File: config.mk
export PLATFORM = sky130hd
export DESIGN_NAME = issue_select
export DESIGN_NICKNAME = d
export VERILOG_FILES = /design/src/rtl/issue_select_pkg.sv /design/src/rtl/rr_arbiter.sv /design/src/rtl/issue_select.sv
export SDC_FILE = /design/constraint.sdc
export NUM_CORES = 1
export LEC_CHECK = 0
export ABC_CLOCK_PERIOD_IN_PS = 6700
export BUFFER_PORTS_ARGS = -buffer_cell sky130_fd_sc_hd__buf_2
export CAP_MARGIN = 25
export CORE_MARGIN = 3
export CORE_UTILIZATION = 45
export CTS_BUF_LIST = sky130_fd_sc_hd__clkbuf_8 sky130_fd_sc_hd__clkbuf_16
export DETAILED_ROUTE_END_ITERATION = 10
export PLACE_DENSITY = 0.76
export SYNTH_ARGS = -nofsm -noshare
export SYNTH_HDL_FRONTEND = slang
export SYNTH_SLANG_ARGS = --single-unit
File: constraint.sdc
create_clock -name i_clk -period 6.7 [get_ports i_clk]
set_input_delay 0.335 -clock i_clk [delete_from_list [all_inputs] [get_ports i_clk]]
set_output_delay 0.335 -clock i_clk [all_outputs]
set_load 0.1 [all_outputs]
File: src/rtl/issue_select_pkg.sv
// -----------------------------------------------------------------------------
// issue_select_pkg
// Layout of the shared slot read bus, used by the issue slots and by
// issue_select. The bus is packed MSB to LSB as
//   {UOPCode[6:0], BrMask, Tag, Bank[1:0], RD, RS2, RS1}
// The register, tag and branch-mask widths are parameters of the users, so
// the field offsets are functions of those widths.
// -----------------------------------------------------------------------------
package issue_select_pkg;

    localparam int UOP_W  = 7;
    localparam int BANK_W = 2;

    function automatic int rs1_lsb();
        return 0;
    endfunction

    function automatic int rs2_lsb(input int wr);
        return wr;
    endfunction

    function automatic int rd_lsb(input int wr);
        return 2 * wr;
    endfunction

    function automatic int bank_lsb(input int wr);
        return 3 * wr;
    endfunction

    function automatic int tag_lsb(input int wr);
        return 3 * wr + BANK_W;
    endfunction

    function automatic int brm_lsb(input int wr, input int wt);
        return tag_lsb(wr) + wt;
    endfunction

    function automatic int uop_lsb(input int wr, input int wt, input int wb);
        return brm_lsb(wr, wt) + wb;
    endfunction

    function automatic int bus_width(input int wr, input int wt, input int wb);
        return uop_lsb(wr, wt, wb) + UOP_W;
    endfunction

endpackage

File: src/rtl/rr_arbiter.sv
// -----------------------------------------------------------------------------
// rr_arbiter
// Round-robin arbiter. The search starts at the internal pointer and grants
// the first requesting index at or above it, wrapping to 0. After a grant to
// index k the pointer moves to (k+1) mod N; without a grant it holds.
//   clk   : clock, rising edge
//   rst   : asynchronous active-high reset (pointer to 0)
//   req   : per-index request
//   en    : grant enable; grant is forced to 0 when low
//   grant : one-hot or zero grant, combinational
// -----------------------------------------------------------------------------
module rr_arbiter #(
    parameter int N = 8
) (
    input  logic         clk,
    input  logic         rst,
    input  logic [N-1:0] req,
    input  logic         en,
    output logic [N-1:0] grant
);

    localparam int PTR_W = (N > 1) ? $clog2(N) : 1;

    logic [PTR_W-1:0] ptr_q;
    logic [PTR_W-1:0] ptr_d;
    logic [PTR_W-1:0] pos;
    logic [PTR_W-1:0] gnt_idx;
    logic             found;

    always_comb begin
        grant   = '0;
        found   = 1'b0;
        gnt_idx = '0;
        pos     = '0;
        for (int i = 0; i < N; i++) begin
            pos = PTR_W'((int'(ptr_q) + i) % N);
            if (en && !found && req[pos]) begin
                grant[pos] = 1'b1;
                gnt_idx    = pos;
                found      = 1'b1;
            end
        end
    end

    always_comb begin
        ptr_d = ptr_q;
        if (found) begin
            ptr_d = (gnt_idx == PTR_W'(N - 1)) ? '0 : gnt_idx + PTR_W'(1);
        end
    end

    always_ff @(posedge clk or posedge rst) begin
        if (rst) begin
            ptr_q <= '0;
        end else begin
            ptr_q <= ptr_d;
        end
    end

endmodule

File: src/rtl/issue_select.sv
// -----------------------------------------------------------------------------
// issue_select
// Picks one ready issue slot per cycle (round robin), captures its read bus
// into the issue register feeding the functional unit, and broadcasts the
// issued destination register on the wakeup bus LATENCY cycles later.
//   i_clk      : clock, rising edge
//   i_rst      : asynchronous active-high reset
//   i_request  : per-slot request (valid & p1 & p2)
//   o_grant    : one-hot or zero grant, combinational
//   i_rslot    : shared slot read bus, meaningful only while a grant is given
//   i_BrKill   : {enKill, BranchMask}
//   i_fu_ready : functional unit accepts o_uop this cycle
//   o_valid    : issue register holds a live uop
//   o_uop      : issue register contents
//   o_WDest    : wakeup destination register, 0 when idle
// -----------------------------------------------------------------------------
module issue_select
    import issue_select_pkg::*;
#(
    parameter int N_SLOT    = 8,
    parameter int WIDTH_REG = 5,
    parameter int WIDTH_TAG = 5,
    parameter int WIDTH_BRM = 3,
    parameter int LATENCY   = 1,
    parameter int WIDTH_O   = bus_width(WIDTH_REG, WIDTH_TAG, WIDTH_BRM)
) (
    input  logic                 i_clk,
    input  logic                 i_rst,
    input  logic [N_SLOT-1:0]    i_request,
    output logic [N_SLOT-1:0]    o_grant,
    input  logic [WIDTH_O-1:0]   i_rslot,
    input  logic [WIDTH_BRM:0]   i_BrKill,
    input  logic                 i_fu_ready,
    output logic                 o_valid,
    output logic [WIDTH_O-1:0]   o_uop,
    output logic [WIDTH_REG-1:0] o_WDest
);

    localparam int RD_LSB  = rd_lsb(WIDTH_REG);
    localparam int BRM_LSB = brm_lsb(WIDTH_REG, WIDTH_TAG);

    // Same equality rule the issue slots apply.
    function automatic logic br_killed(input logic [WIDTH_BRM-1:0] brm,
                                       input logic [WIDTH_BRM:0]   bk);
        return bk[WIDTH_BRM] && (brm == bk[WIDTH_BRM-1:0]);
    endfunction

    logic                 valid_q, valid_d;
    logic [WIDTH_O-1:0]   uop_q, uop_d;
    logic                 can_issue;
    logic                 grant_any;
    logic                 in_kill;
    logic                 held_kill;
    logic [WIDTH_BRM-1:0] in_brm;
    logic [WIDTH_REG-1:0] in_rd;

    logic                 wk_v_q   [LATENCY];
    logic [WIDTH_BRM-1:0] wk_brm_q [LATENCY];
    logic [WIDTH_REG-1:0] wk_rd_q  [LATENCY];
    logic [WIDTH_REG-1:0] wdest_q;

    assign can_issue = ~valid_q | i_fu_ready;
    assign in_brm    = i_rslot[BRM_LSB +: WIDTH_BRM];
    assign in_rd     = i_rslot[RD_LSB +: WIDTH_REG];
    assign in_kill   = br_killed(in_brm, i_BrKill);
    assign held_kill = br_killed(uop_q[BRM_LSB +: WIDTH_BRM], i_BrKill);
    assign grant_any = |o_grant;

    // Reset also gates the enable so no grant is shown while reset is held.
    rr_arbiter #(
        .N (N_SLOT)
    ) u_arb (
        .clk   (i_clk),
        .rst   (i_rst),
        .req   (i_request),
        .en    (can_issue & ~i_rst),
        .grant (o_grant)
    );

    // Issue register next state
    always_comb begin
        valid_d = valid_q;
        uop_d   = uop_q;
        if (grant_any) begin
            uop_d   = i_rslot;
            valid_d = ~in_kill;
        end else if (valid_q & i_fu_ready) begin
            valid_d = 1'b0;
        end else if (valid_q & held_kill) begin
            valid_d = 1'b0;
        end
    end

    always_ff @(posedge i_clk or posedge i_rst) begin
        if (i_rst) begin
            valid_q <= 1'b0;
            uop_q   <= '0;
        end else begin
            valid_q <= valid_d;
            uop_q   <= uop_d;
        end
    end

    // Wakeup pipeline: valid bits and the broadcast register. The output
    // register is the final hop, so o_WDest appears LATENCY cycles after the
    // issue register load; a kill is applied on every hop including that one.
    always_ff @(posedge i_clk or posedge i_rst) begin
        if (i_rst) begin
            for (int i = 0; i < LATENCY; i++) begin
                wk_v_q[i] <= 1'b0;
            end
            wdest_q <= '0;
        end else begin
            wk_v_q[0] <= grant_any & ~in_kill;
            for (int i = 1; i < LATENCY; i++) begin
                wk_v_q[i] <= wk_v_q[i-1] & ~br_killed(wk_brm_q[i-1], i_BrKill);
            end
            wdest_q <= (wk_v_q[LATENCY-1] & ~br_killed(wk_brm_q[LATENCY-1], i_BrKill))
                       ? wk_rd_q[LATENCY-1] : '0;
        end
    end

    // Wakeup pipeline: payload, qualified by the valid bits above
    always_ff @(posedge i_clk) begin
        wk_brm_q[0] <= in_brm;
        wk_rd_q[0]  <= in_rd;
        for (int i = 1; i < LATENCY; i++) begin
            wk_brm_q[i] <= wk_brm_q[i-1];
            wk_rd_q[i]  <= wk_rd_q[i-1];
        end
    end

    assign o_valid = valid_q;
    assign o_uop   = uop_q;
    assign o_WDest = wdest_q;

endmodule

==> metrics list <==
* Setup bufs post-CTS: 0
- Die Y-Extent: 95.5 um
* Async SR Flop Fraction: 84.0%
* Leading cell types by total area after synthesis: sky130_fd_sc_hd__dfrtp_1 (29%), sky130_fd_sc_hd__mux2_4 (12%), sky130_fd_sc_hd__dfxtp_1 (4.4%)
- The area growth from synthesis to layout is 16.1%.
- The final number of hold-violating endpoints was 0.
- The first global-routing pass estimated 16.0 mm of wire.
- Per-cell routed wire length: 18.7 um
- Worst Path Required: 6.36 ns
- In this run the worst setup path begins at u_arb.ptr_q[1]$_DFFE_PP0P_.
- Row Count: 31
- Kind of path behind the tightest hold check: primary input to flip-flop
* Horizontal extent of the die: 95.5 um
* Number of input and output port buffers inserted: 92
- Including well taps, the total number of placed cells is 512.
- Number of instances in the synthesized netlist: 339
* Area of the placeable core: 7490 um^2
- CP cell instances: inv_1 -> ha_1 -> mux4_2 -> nand2b_1 -> o2bb2ai_4 -> a211oi_2 -> buf_4 -> nor2b_1 -> nand2_4 -> o211ai_1 -> a21o_1 -> buf_2
* Fraction of the cycle the final worst path needs: 74.8%
* Tightest slew margin relative to the limit: 50.4%
* Die area: 9110 um^2
* DR vias/cell: 5.95
- After global routing the overflow that remains totals 0.
- Clock buffer depth: 2
- Counting every sink on the clock net gives 50.
- Entering global routing, the biggest net connects 47 pins.
- Vias in the first global route: 3165
- The smallest clock period supported by the final layout is computed as 5.01 ns.
* Sum of net half-perimeters after detailed placement: 7.28 mm
* Final Wtd Congestion: 0.958
- Net total in the final layout: 476
- Clock input transition at the sequential cells of the worst setup and hold paths: 0.09 ns
* Ports placed on the boundary: 93
- After synthesis the cells add up to 3600 um^2.
- Proportion of layout cells with a drive suffix above 1: 38.2%
- Launching element type of the critical path: flip-flop
- Number of standard cells in the final layout excluding fillers: 521
- The routed layout has 3100 vias.
- Prevailing post-synth register cell: sky130_fd_sc_hd__dfrtp_1
- YS warnings: 0
- Max Fclk: 200 MHz
- Maximum level of the CTS H-tree: 2
* Clock skew: 0.00613 ns
- In this run the biggest area consumer among cell types represents 29.2% of the synthesized area.
- Kind of cell adding the most delay to the critical path: simple AND/OR/NAND/NOR gates
- Number of hold buffers added after cts: 0
* Origin of the critical flop-to-flop path: u_arb.ptr_q[1]$_DFFE_PP0P_
- After synthesis the netlist holds a flip-flop and latch count of 50.
- Setup repair after global routing missed its margin: false
- The max-slew violation count came to 0.
- In the routed design, unresolved DRC markers number 0.
- TritonCTS built the clock tree.
- Max Cap Viol: 0
- CTS root buffer: sky130_fd_sc_hd__clkbuf_8
- The repair_antennas step left the layout with diodes totalling 0.
- Clock buffer count from CTS: 5
- Setup violations remaining at the end of the flow were counted as 0.
- Pre-antenna DRT Iters: 6
* Transition time at the pin with the least slew margin: 0.744 ns
* Setup TNS Final: 0 ns
- Yosys mapped a number of flops with a built-in enable equal to 0.
- For this configuration, the core starts out at a cell density of 48.1%.
- CP arrival: 4.68 ns
- Count of instances resized after the clock tree is built: 0
- Final antenna-violating net count: 0
* Max Fanout on Critical Path: 18
- For the worst-skew pair, the clock arrives at the later sink with an insertion delay of 0.30 ns.
- The startpoint identified for the worst hold timing path is i_rslot[12].
- Longest individual stage delay on the worst path: 0.84 ns
- Average size of a mapped cell: 10.6 um^2
- Run status: finished, final reports clean
- Antenna violations before repair: 0
* Type of element capturing the critical path: primary output
- Largest area contributor in the synthesized netlist: sky130_fd_sc_hd__dfrtp_1
- Across every metal layer, demand over resource in global routing totals 22.3%.
- After the first detailed-routing iteration, the DRC count stood at 348.
- Count of buffering cells on the critical path with inverters included: 3
- The slowest stage of the critical path is the sky130_fd_sc_hd__dfrtp_1 cell.
- Unique masters post-synth: 70
* Wirelength, routed: 9.76 mm
- For this run, the register share of the synthesized area comes to 33.6%.
- By startpoint and endpoint, the worst setup path is classified as flip-flop to primary output.
* Synthesized netlist net count: 394
[per-stage QoR]
stage	utilization (%)	instance area, um^2	hold slack (ns)	setup slack [ns]
after floorplan	-	3600	0.363	1.38
after global placement	54.0	4040	0.415	1.80
after detailed placement	54.0	4040	0.422	1.68
after CTS	55.6	4160	0.132	1.68
after global routing	55.8	4180	0.128	1.38
final	55.8	4180	0.143	1.69
[final timing paths]
kind | endpoint | slack [ns] | cells after the start
hold reg to reg | o_WDest[2]$_DFF_PP0_ | 0.44 | 1
min in group asynchronous | o_uop[23]$_DFFE_PP0P_ | 0.22 | 3
setup reg to reg | o_uop[22]$_DFFE_PP0P_ | 1.78 | 14
max in group asynchronous | o_valid$_DFFE_PP0P_ | 6.10 | 3
hold / removal | wk_rd_q[0][2]$_DFF_P_ | 0.14 | 1
setup / recovery | o_grant[6] | 1.69 | 12
[synthesized netlist by cell type (3+ instances only)]
cell	instances
sky130_fd_sc_hd__dfrtp_1	42
sky130_fd_sc_hd__nor3_1	3
sky130_fd_sc_hd__nor2b_1	6
sky130_fd_sc_hd__a2111oi_0	4
sky130_fd_sc_hd__xnor2_1	9
sky130_fd_sc_hd__and3_1	5
sky130_fd_sc_hd__buf_4	3
sky130_fd_sc_hd__a21o_1	4
sky130_fd_sc_hd__mux2_1	4
sky130_fd_sc_hd__a221oi_1	3
sky130_fd_sc_hd__nand4_1	6
sky130_fd_sc_hd__mux4_2	7
sky130_fd_sc_hd__o22ai_1	4
sky130_fd_sc_hd__o21ai_0	4
sky130_fd_sc_hd__and2_1	6
sky130_fd_sc_hd__buf_2	3
sky130_fd_sc_hd__nor4_1	3
sky130_fd_sc_hd__xor2_1	4
sky130_fd_sc_hd__nor2_1	17
sky130_fd_sc_hd__a21oi_1	12
sky130_fd_sc_hd__a22o_1	3
sky130_fd_sc_hd__nand2_1	28
sky130_fd_sc_hd__a32o_1	3
sky130_fd_sc_hd__o211ai_1	3
sky130_fd_sc_hd__mux2i_1	14
sky130_fd_sc_hd__ha_1	8
sky130_fd_sc_hd__nand3_1	18
sky130_fd_sc_hd__a31oi_1	5
sky130_fd_sc_hd__buf_6	5
sky130_fd_sc_hd__dfxtp_1	8
sky130_fd_sc_hd__mux2_4	28
sky130_fd_sc_hd__inv_1	8
sky130_fd_sc_hd__clkbuf_1	9
sky130_fd_sc_hd__o31ai_1	3
sky130_fd_sc_hd__a32oi_1	3
[cells by family after synthesis]
kind of cell / after synthesis / share of synthesized area, %
mux: 55 / 21.8
xor+xnor: 13 / 3.16
fa+ha+maj: 8 / 2.78
simple gates: 110 / 16.7
buf+inv: 32 / 6.01
compound gates: 71 / 15.9
flops: 50 / 33.6
[cell type report]
type                       instances  area [um^2]
inverter                           9         33.8
sequential                        50         1210
clock buffer                       5         68.8
timing repair buffer              98          518
fill                             630         3310
tap                               99          124
clock inverter                     3         48.8
multi-input combinational        257         2170
[registers in the layout, indices dropped and copies added (netlist names)]
| name | flops |
|---|---|
| wk_v_q | 1 |
| wk_brm_q | 3 |
| o_valid | 1 |
| u_arb.ptr_q | 3 |
| o_uop | 32 |
| o_WDest | 5 |
| wk_rd_q | 5 |
[layout by cell type, fill, tap and decap left out, drive strengths merged, types with 3 or more instances in the layout]
master	instances
nor2	20
nor4	3
nand3	18
xor2	4
a32oi	3
nand2	29
buf	98
o21ai	5
a2111oi	4
mux2i	14
ha	8
clkbuf	5
o22ai	4
o31ai	4
nand2b	4
and3	5
a21o	4
nor3	3
and2	7
o221ai	3
a21oi	12
a221oi	5
dfrtp	42
mux4	7
inv	9
mux2	34
nand4	6
dfxtp	8
xnor2	9
nor2b	7
o211ai	3
a22o	3
a31oi	5
a32o	3
[metal layers]
metal	routed length, um	GRT usage (%)	vias to the layer above
met5	0	0	-
met2	4530	35.0	199
li1	-	-	1428
met3	1120	7.02	22
met4	155	6.99	0
met1	3960	29.3	1451
[worst reg2reg max path: stages, from the launching register on]
cell                        delay [ns]
sky130_fd_sc_hd__dfrtp_1          0.84
sky130_fd_sc_hd__inv_1            0.22
sky130_fd_sc_hd__ha_1             0.47
sky130_fd_sc_hd__mux4_2           0.58
sky130_fd_sc_hd__nand2b_1         0.20
sky130_fd_sc_hd__o2bb2ai_4        0.17
sky130_fd_sc_hd__a211oi_2         0.17
sky130_fd_sc_hd__buf_4            0.21
sky130_fd_sc_hd__nor2b_1          0.55
sky130_fd_sc_hd__nand2_4          0.17
sky130_fd_sc_hd__o221ai_2         0.27
sky130_fd_sc_hd__nor4_1           0.09
sky130_fd_sc_hd__and4_2           0.33
sky130_fd_sc_hd__buf_12           0.21
sky130_fd_sc_hd__mux2_4           0.34
Power is not shown: default switching activity piles up to over one toggle a cycle in this logic, so the estimate is an artifact.
